===== src/rtl/i2c_slave_data_unit_if.sv =====
// Bus-side and byte-side signals of the I2C target data unit.
// The master modport is the bus/system side that drives the target; the slave modport is the target.
`timescale 1ns/1ps
interface i2c_slave_data_unit_if;
   logic       SCL;
   logic       SDA_IN;
   logic       SDA_OE;
   logic [7:0] TxData;
   logic       TxReq;
   logic [7:0] RxData;
   logic       RxValid;
   logic       RW;
   logic       Busy;

   modport master (
      output SCL, SDA_IN, TxData,
      input  SDA_OE, TxReq, RxData, RxValid, RW, Busy
   );

   modport slave (
      input  SCL, SDA_IN, TxData,
      output SDA_OE, TxReq, RxData, RxValid, RW, Busy
   );
endinterface


===== src/rtl/i2c_slave_data_unit.sv =====
// I2C target data unit: oversampled START/STOP detection, 7-bit address match,
// byte receive/transmit with ACK generation and checking. SDA is open-drain via SDA_OE.
`timescale 1ns/1ps
module i2c_slave_data_unit #(
   parameter logic [6:0] ADDRESS = 7'h42
) (
   input logic                  CLK,
   input logic                  RESET,
   i2c_slave_data_unit_if.slave bus
);

   localparam logic [2:0] IDLE      = 3'd0;
   localparam logic [2:0] ADDR      = 3'd1;
   localparam logic [2:0] ADDR_ACK  = 3'd2;
   localparam logic [2:0] WRITE     = 3'd3;
   localparam logic [2:0] WRITE_ACK = 3'd4;
   localparam logic [2:0] READ      = 3'd5;
   localparam logic [2:0] READ_ACK  = 3'd6;
   localparam logic [2:0] WAIT_STOP = 3'd7;

   logic [2:0] sclSync;
   logic [2:0] sdaSync;

   logic [2:0] state,     stateNext;
   logic [2:0] bitCnt,    bitCntNext;
   logic [7:0] shiftReg,  shiftNext;
   logic       byteFull,  byteFullNext;
   logic       sdaOe,     sdaOeNext;
   logic       rwReg,     rwNext;
   logic       busyReg,   busyNext;
   logic [7:0] rxDataReg, rxDataNext;
   logic       rxValid,   rxValidNext;
   logic       txReq,     txReqNext;

   logic sclHigh;
   logic startEv;
   logic stopEv;
   logic sclRise;
   logic sclFall;
   logic sdaBit;

   // Synchronisers idle high so reset release on a quiet bus produces no events.
   always_ff @(posedge CLK or posedge RESET) begin
      if (RESET) begin
         sclSync <= '1;
         sdaSync <= '1;
      end else begin
         sclSync <= {sclSync[1:0], bus.SCL};
         sdaSync <= {sdaSync[1:0], bus.SDA_IN};
      end
   end

   always_comb begin
      sclHigh = sclSync[1] & sclSync[2];
      startEv = sclHigh & sdaSync[2] & ~sdaSync[1];
      stopEv  = sclHigh & ~sdaSync[2] & sdaSync[1];
      sclRise = sclSync[1] & ~sclSync[2];
      sclFall = ~sclSync[1] & sclSync[2];
      sdaBit  = sdaSync[1];
   end

   // START/STOP require SCL steady high, so they can never coincide with an SCL edge.
   always_comb begin
      stateNext    = state;
      bitCntNext   = bitCnt;
      shiftNext    = shiftReg;
      byteFullNext = byteFull;
      sdaOeNext    = sdaOe;
      rwNext       = rwReg;
      busyNext     = busyReg;
      rxDataNext   = rxDataReg;
      rxValidNext  = 1'b0;
      txReqNext    = 1'b0;

      if (startEv) begin
         stateNext    = ADDR;
         bitCntNext   = '0;
         byteFullNext = 1'b0;
         sdaOeNext    = 1'b0;
      end else if (stopEv) begin
         stateNext    = IDLE;
         bitCntNext   = '0;
         byteFullNext = 1'b0;
         sdaOeNext    = 1'b0;
         busyNext     = 1'b0;
      end else begin
         case (state)
            ADDR: begin
               if (sclRise && !byteFull) begin
                  shiftNext  = {shiftReg[6:0], sdaBit};
                  bitCntNext = bitCnt + 3'd1;
                  if (bitCnt == 3'd7) begin
                     byteFullNext = 1'b1;
                     rwNext       = sdaBit;
                     if ((shiftReg[6:0] == ADDRESS) && sdaBit)
                        txReqNext = 1'b1;
                  end
               end else if (sclFall && byteFull) begin
                  byteFullNext = 1'b0;
                  if (shiftReg[7:1] == ADDRESS) begin
                     sdaOeNext = 1'b1;
                     busyNext  = 1'b1;
                     stateNext = ADDR_ACK;
                  end else begin
                     busyNext  = 1'b0;
                     stateNext = WAIT_STOP;
                  end
               end
            end

            ADDR_ACK: begin
               if (sclFall) begin
                  bitCntNext = '0;
                  if (rwReg) begin
                     shiftNext = bus.TxData;
                     sdaOeNext = ~bus.TxData[7];
                     stateNext = READ;
                  end else begin
                     sdaOeNext = 1'b0;
                     stateNext = WRITE;
                  end
               end
            end

            WRITE: begin
               if (sclRise && !byteFull) begin
                  shiftNext  = {shiftReg[6:0], sdaBit};
                  bitCntNext = bitCnt + 3'd1;
                  if (bitCnt == 3'd7) begin
                     rxDataNext   = {shiftReg[6:0], sdaBit};
                     rxValidNext  = 1'b1;
                     byteFullNext = 1'b1;
                  end
               end else if (sclFall && byteFull) begin
                  byteFullNext = 1'b0;
                  sdaOeNext    = 1'b1;
                  stateNext    = WRITE_ACK;
               end
            end

            WRITE_ACK: begin
               if (sclFall) begin
                  sdaOeNext  = 1'b0;
                  bitCntNext = '0;
                  stateNext  = WRITE;
               end
            end

            // bitCnt counts bits already placed on the bus; bit 7 went out on entry.
            READ: begin
               if (sclFall) begin
                  if (bitCnt == 3'd7) begin
                     sdaOeNext  = 1'b0;
                     bitCntNext = '0;
                     stateNext  = READ_ACK;
                  end else begin
                     shiftNext  = {shiftReg[6:0], 1'b0};
                     sdaOeNext  = ~shiftReg[6];
                     bitCntNext = bitCnt + 3'd1;
                  end
               end
            end

            READ_ACK: begin
               if (sclRise) begin
                  if (!sdaBit) begin
                     txReqNext = 1'b1;
                  end else begin
                     sdaOeNext = 1'b0;
                     busyNext  = 1'b0;
                     stateNext = WAIT_STOP;
                  end
               end else if (sclFall) begin
                  shiftNext  = bus.TxData;
                  sdaOeNext  = ~bus.TxData[7];
                  bitCntNext = '0;
                  stateNext  = READ;
               end
            end

            default: begin
               sdaOeNext = 1'b0;
            end
         endcase
      end
   end

   always_ff @(posedge CLK or posedge RESET) begin
      if (RESET) begin
         state     <= IDLE;
         bitCnt    <= '0;
         shiftReg  <= '0;
         byteFull  <= 1'b0;
         sdaOe     <= 1'b0;
         rwReg     <= 1'b0;
         busyReg   <= 1'b0;
         rxDataReg <= '0;
         rxValid   <= 1'b0;
         txReq     <= 1'b0;
      end else begin
         state     <= stateNext;
         bitCnt    <= bitCntNext;
         shiftReg  <= shiftNext;
         byteFull  <= byteFullNext;
         sdaOe     <= sdaOeNext;
         rwReg     <= rwNext;
         busyReg   <= busyNext;
         rxDataReg <= rxDataNext;
         rxValid   <= rxValidNext;
         txReq     <= txReqNext;
      end
   end

   assign bus.SDA_OE  = sdaOe;
   assign bus.TxReq   = txReq;
   assign bus.RxData  = rxDataReg;
   assign bus.RxValid = rxValid;
   assign bus.RW      = rwReg;
   assign bus.Busy    = busyReg;

endmodule

===== src/flat_wrapper.sv =====
// flat-port wrapper written by rule: the top's interface ports become plain ports
module i2c_slave_data_unit_flat 
#(
   parameter logic [6:0] ADDRESS = 7'h42
)
  (CLK, RESET, bus_SCL, bus_SDA_IN, bus_TxData, bus_SDA_OE, bus_TxReq, bus_RxData, bus_RxValid, bus_RW, bus_Busy);
  i2c_slave_data_unit_if bus_i ();
  input logic CLK;
  input logic RESET;
  input wire logic [$bits(bus_i.SCL)-1:0] bus_SCL;
  input wire logic [$bits(bus_i.SDA_IN)-1:0] bus_SDA_IN;
  input wire logic [$bits(bus_i.TxData)-1:0] bus_TxData;
  output wire logic [$bits(bus_i.SDA_OE)-1:0] bus_SDA_OE;
  output wire logic [$bits(bus_i.TxReq)-1:0] bus_TxReq;
  output wire logic [$bits(bus_i.RxData)-1:0] bus_RxData;
  output wire logic [$bits(bus_i.RxValid)-1:0] bus_RxValid;
  output wire logic [$bits(bus_i.RW)-1:0] bus_RW;
  output wire logic [$bits(bus_i.Busy)-1:0] bus_Busy;
  assign bus_i.SCL = bus_SCL;
  assign bus_i.SDA_IN = bus_SDA_IN;
  assign bus_i.TxData = bus_TxData;
  assign bus_SDA_OE = bus_i.SDA_OE;
  assign bus_TxReq = bus_i.TxReq;
  assign bus_RxData = bus_i.RxData;
  assign bus_RxValid = bus_i.RxValid;
  assign bus_RW = bus_i.RW;
  assign bus_Busy = bus_i.Busy;
  i2c_slave_data_unit #(.ADDRESS(ADDRESS)) u_core (.CLK(CLK), .RESET(RESET), .bus(bus_i));
endmodule

===== config.mk =====
export PLATFORM = sky130hd
export DESIGN_NAME = i2c_slave_data_unit_flat
export DESIGN_NICKNAME = d
export VERILOG_FILES = /design/src/rtl/i2c_slave_data_unit_if.sv /design/src/rtl/i2c_slave_data_unit.sv /design/src/flat_wrapper.sv
export SDC_FILE = /design/constraint.sdc
export NUM_CORES = 1
export LEC_CHECK = 0
export CAP_MARGIN = 20
export CORE_ASPECT_RATIO = 1.25
export CORE_MARGIN = 8
export CORE_UTILIZATION = 58
export DETAILED_ROUTE_END_ITERATION = 8
export GPL_TIMING_DRIVEN = 1
export PLACE_DENSITY = 0.84
export SETUP_SLACK_MARGIN = 0.05
export SLEW_MARGIN = 20
export SYNTH_ARGS = -nofsm -noshare
export SYNTH_HDL_FRONTEND = slang
export SYNTH_SLANG_ARGS = --single-unit

===== constraint.sdc =====
create_clock -name CLK -period 3.1 [get_ports CLK]
set_input_delay 0.62 -clock CLK [delete_from_list [all_inputs] [get_ports CLK]]
set_output_delay 0.62 -clock CLK [all_outputs]
set_load 0.02 [all_outputs]

==> impl_metrics.ini <==
[status]
status = completed

[sta]
fin_setup_tns_ns = 0
clock_skew_ns = 0.00363
period_needed_ns = 2.00
setup_viol = 0
period_share_pct = 64.6
slew_headroom_pct = 58.7
tightest_slew_ns = 0.619
finalHoldViolations = 0
final_max_slew_viol_count = 0
rsz0062_at_grt = false
fmax_mhz = 499

[cts]
clock_sinks = 34
cts_root_buf = clkbuf_8
htreeDepth = 2
cts_tree = done
ctsResizeCount = 0
cts_inserted_buffers = 5
path_clk_slew_ns = 0.07
hold_buffers = 0
clock_path_buffers = 2
clock_latency_ns = 0.28
cts_setup_buffers = 0

[synth]
synth-edff-count = 0
syn_nets = 181
synth_area_leaders = dfrtp_1 (38%), dfstp_2 (8.6%), a21oi_2 (3.8%)
ys_ff_latch = 34
yosysWarnings = 0
yosys.area.top_type = dfrtp_1
synthCells = 167
ys_types = 53
yosysSeqAreaShare_pct = 46.6
ys.flop_type = dfrtp_1
syn_area_per_cell_sq_um = 11.0
async_flop_share_pct = 100
syn-cell-area_sq_um = 1840
synth_top_area_share_pct = 38.0

[worst_hold_path]
hp-class = reg -> reg

[global_route]
gr-total-overflow = 0
grt_max_degree = 35
grt_pass1_wl_mm = 6.79
grtUsageTotal_pct = 16.5
antenna_found_initial = 0
grt_pass1_vias = 1426

[drt]
drcViolationCount = 0
drtPass1Iterations = 4
wirelength_mm = 4.01
route.antenna.remaining_nets = 0
routedWlPerCell_microns = 17.6
avgViaCountPerCell = 6.15
vias = 1402
drtIter0Drc = 145

[floorplanning]
die_w_microns = 66.4
die_area_sq_um = 5250
initial_core_util_pct = 58.8
ios = 25
die_h_microns = 79.0
core_sq_um = 3140
rows = 23

[worst_setup_path]
endpoint_kind = register
crit_path_top_delay_cell = dfrtp_1
crit_fanout = 20
required_ns = 3.25
critical_path.max_stage_delay_ns = 0.74
start_kind = register
cp_top_family = flip-flops
critPathKind = reg -> reg
cp_cell_sequence = nand2_1 > a32oi_4 > o22ai_4 > nor2_1 > a21oi_2
crit_arrival_ns = 2.15
worst-path-buf-inv = 0

[finish]
nets = 204
finalNonFillerCells = 228
drive_gt1_share_pct = 20.9
syn2layout_area_growth_pct = 17.4
layout_common_cells = dfrtp_1 (28), clkdlybuf4s50_1 (24), nor2_1 (14), nand2_1 (11), o21ai_0 (9)
n_antenna_cell = 0
mostFrequentLayoutCell = dfrtp_1

[power_and_ir_drop]
p_comb_share_pct = 38.4
irDropWorstVdd_uv = 507
fin_total_pwr_mw = 1.73
power_frac_seq_pct = 42.2
power_switching_share_pct = 39.9
internal_power_mw = 1.04
p_sw_mw = 0.689
leakage_nw = 0.918
p_per_area_nw_per_um2 = 798
p_clk_share_pct = 19.4

[placement]
place_congestion = 0.900
place_hpwl_mm = 2.86
io_buffers = 24
dp.cells = 220

[job]
maxCapViolCount = 0
==> worst paths after layout <==
| path | to | cells past startpoint | startpoint | slack (ns) |
|---|---|---|---|---|
| setup reg to reg | u_core.shiftReg[5] | 5 | u_core.state[0] | 1.10 |
| min in group asynchronous | u_core.bus.Busy | 3 | RESET | 0.73 |
| setup / recovery | u_core.shiftReg[5] | 5 | u_core.state[0] | 1.10 |
| hold reg to reg | u_core.sclSync[1] | 0 | u_core.sclSync[0] | 0.36 |
| hold / removal | u_core.sclSync[1] | 0 | u_core.sclSync[0] | 0.36 |
| max in group asynchronous | u_core.sclSync[1] | 3 | RESET | 2.03 |
==> logic make-up (layout without fill, tap and decap cells) <==
group | count (synthesis) | count (layout) | synth area share (%)
and+or+nand+nor | 59 | 59 | 18.4
AOI/OAI and AO/OA | 43 | 43 | 19.2
DFF | 34 | 34 | 46.6
muxes | 17 | 17 | 10.1
buffers and inverters | 11 | 35 | 3.87
adders and majority gates | 2 | 2 | 1.36
xor gates and xnor gates | 1 | 1 | 0.475
==> cell usage after synthesis (all sizes together), types with 2 or more instances <==
cell    count
a211oi      2
a21oi      11
a22oi       2
a31oi       2
a32oi       2
and2b       2
buf         9
dfrtp      28
dfstp       6
ha          2
inv         2
mux2       10
mux2i       7
nand2      12
nand2b      4
nand3       6
nor2       18
nor2b       4
nor3        2
o211ai      4
o21ai      10
o41ai       2
==> worst reg2reg max path, stage by stage (launching register included) <==
cell and delay, ns:
dfrtp_1 0.74, nand2_1 0.21, a32oi_4 0.40, o22ai_4 0.24, nor2_1 0.23, a21oi_2 0.04
==> per-layer routing <==
| metal | vias to the layer above | track usage, % | wire length [microns] |
|---|---|---|---|
| li1 | 658 | - | - |
| met1 | 694 | 18.9 | 1640 |
| met2 | 45 | 27.9 | 2080 |
| met3 | 5 | 5.34 | 241 |
| met4 | 0 | 6.00 | 41 |
| met5 | - | 0 | 0 |
==> final cells by class <==
cell class | count | area [sq um]
fill | 225 | 972
clock buffer | 7 | 86.3
clock inverter | 1 | 5.00
tap | 37 | 46.3
multi-input combinational | 122 | 913
sequential | 34 | 858
inverter | 2 | 7.51
timing repair buffer | 25 | 248
==> power by group through the flow <==
stage               Clock (mW)  Sequential [mW]  Combinational, mW
floorplan                    0            0.633              0.639
CTS                      0.345            0.725              0.669
finish                   0.336            0.728              0.663
global route             0.366            0.749              0.733
detailed placement           0            0.734              0.666
global placement             0            0.722              0.641
==> flip-flops by register name (all words and copies together), names as in the netlist <==
| register | cells |
|---|---|
| u_core.shiftReg | 8 |
| u_core.bus.RxData | 8 |
| u_core.bus.RW | 1 |
| u_core.bus.RxValid | 1 |
| u_core.sclSync | 3 |
| u_core.bus.Busy | 1 |
| u_core.state | 3 |
| u_core.byteFull | 1 |
| u_core.bus.TxReq | 1 |
| u_core.sdaSync | 3 |
| u_core.bitCnt | 3 |
| u_core.bus.SDA_OE | 1 |
==> per-stage QoR <==
stage	setup WS, ns	util (%)	hold WS, ns	cell area (sq um)
after floorplan	1.45	-	0.345	1840
after global placement	1.20	66.1	0.346	2070
after detailed placement	1.11	66.1	0.350	2070
after CTS	1.10	69.0	0.360	2160
after global routing	0.932	69.0	0.363	2160
final	1.10	69.0	0.359	2160
(Power assumes the default switching activity.)
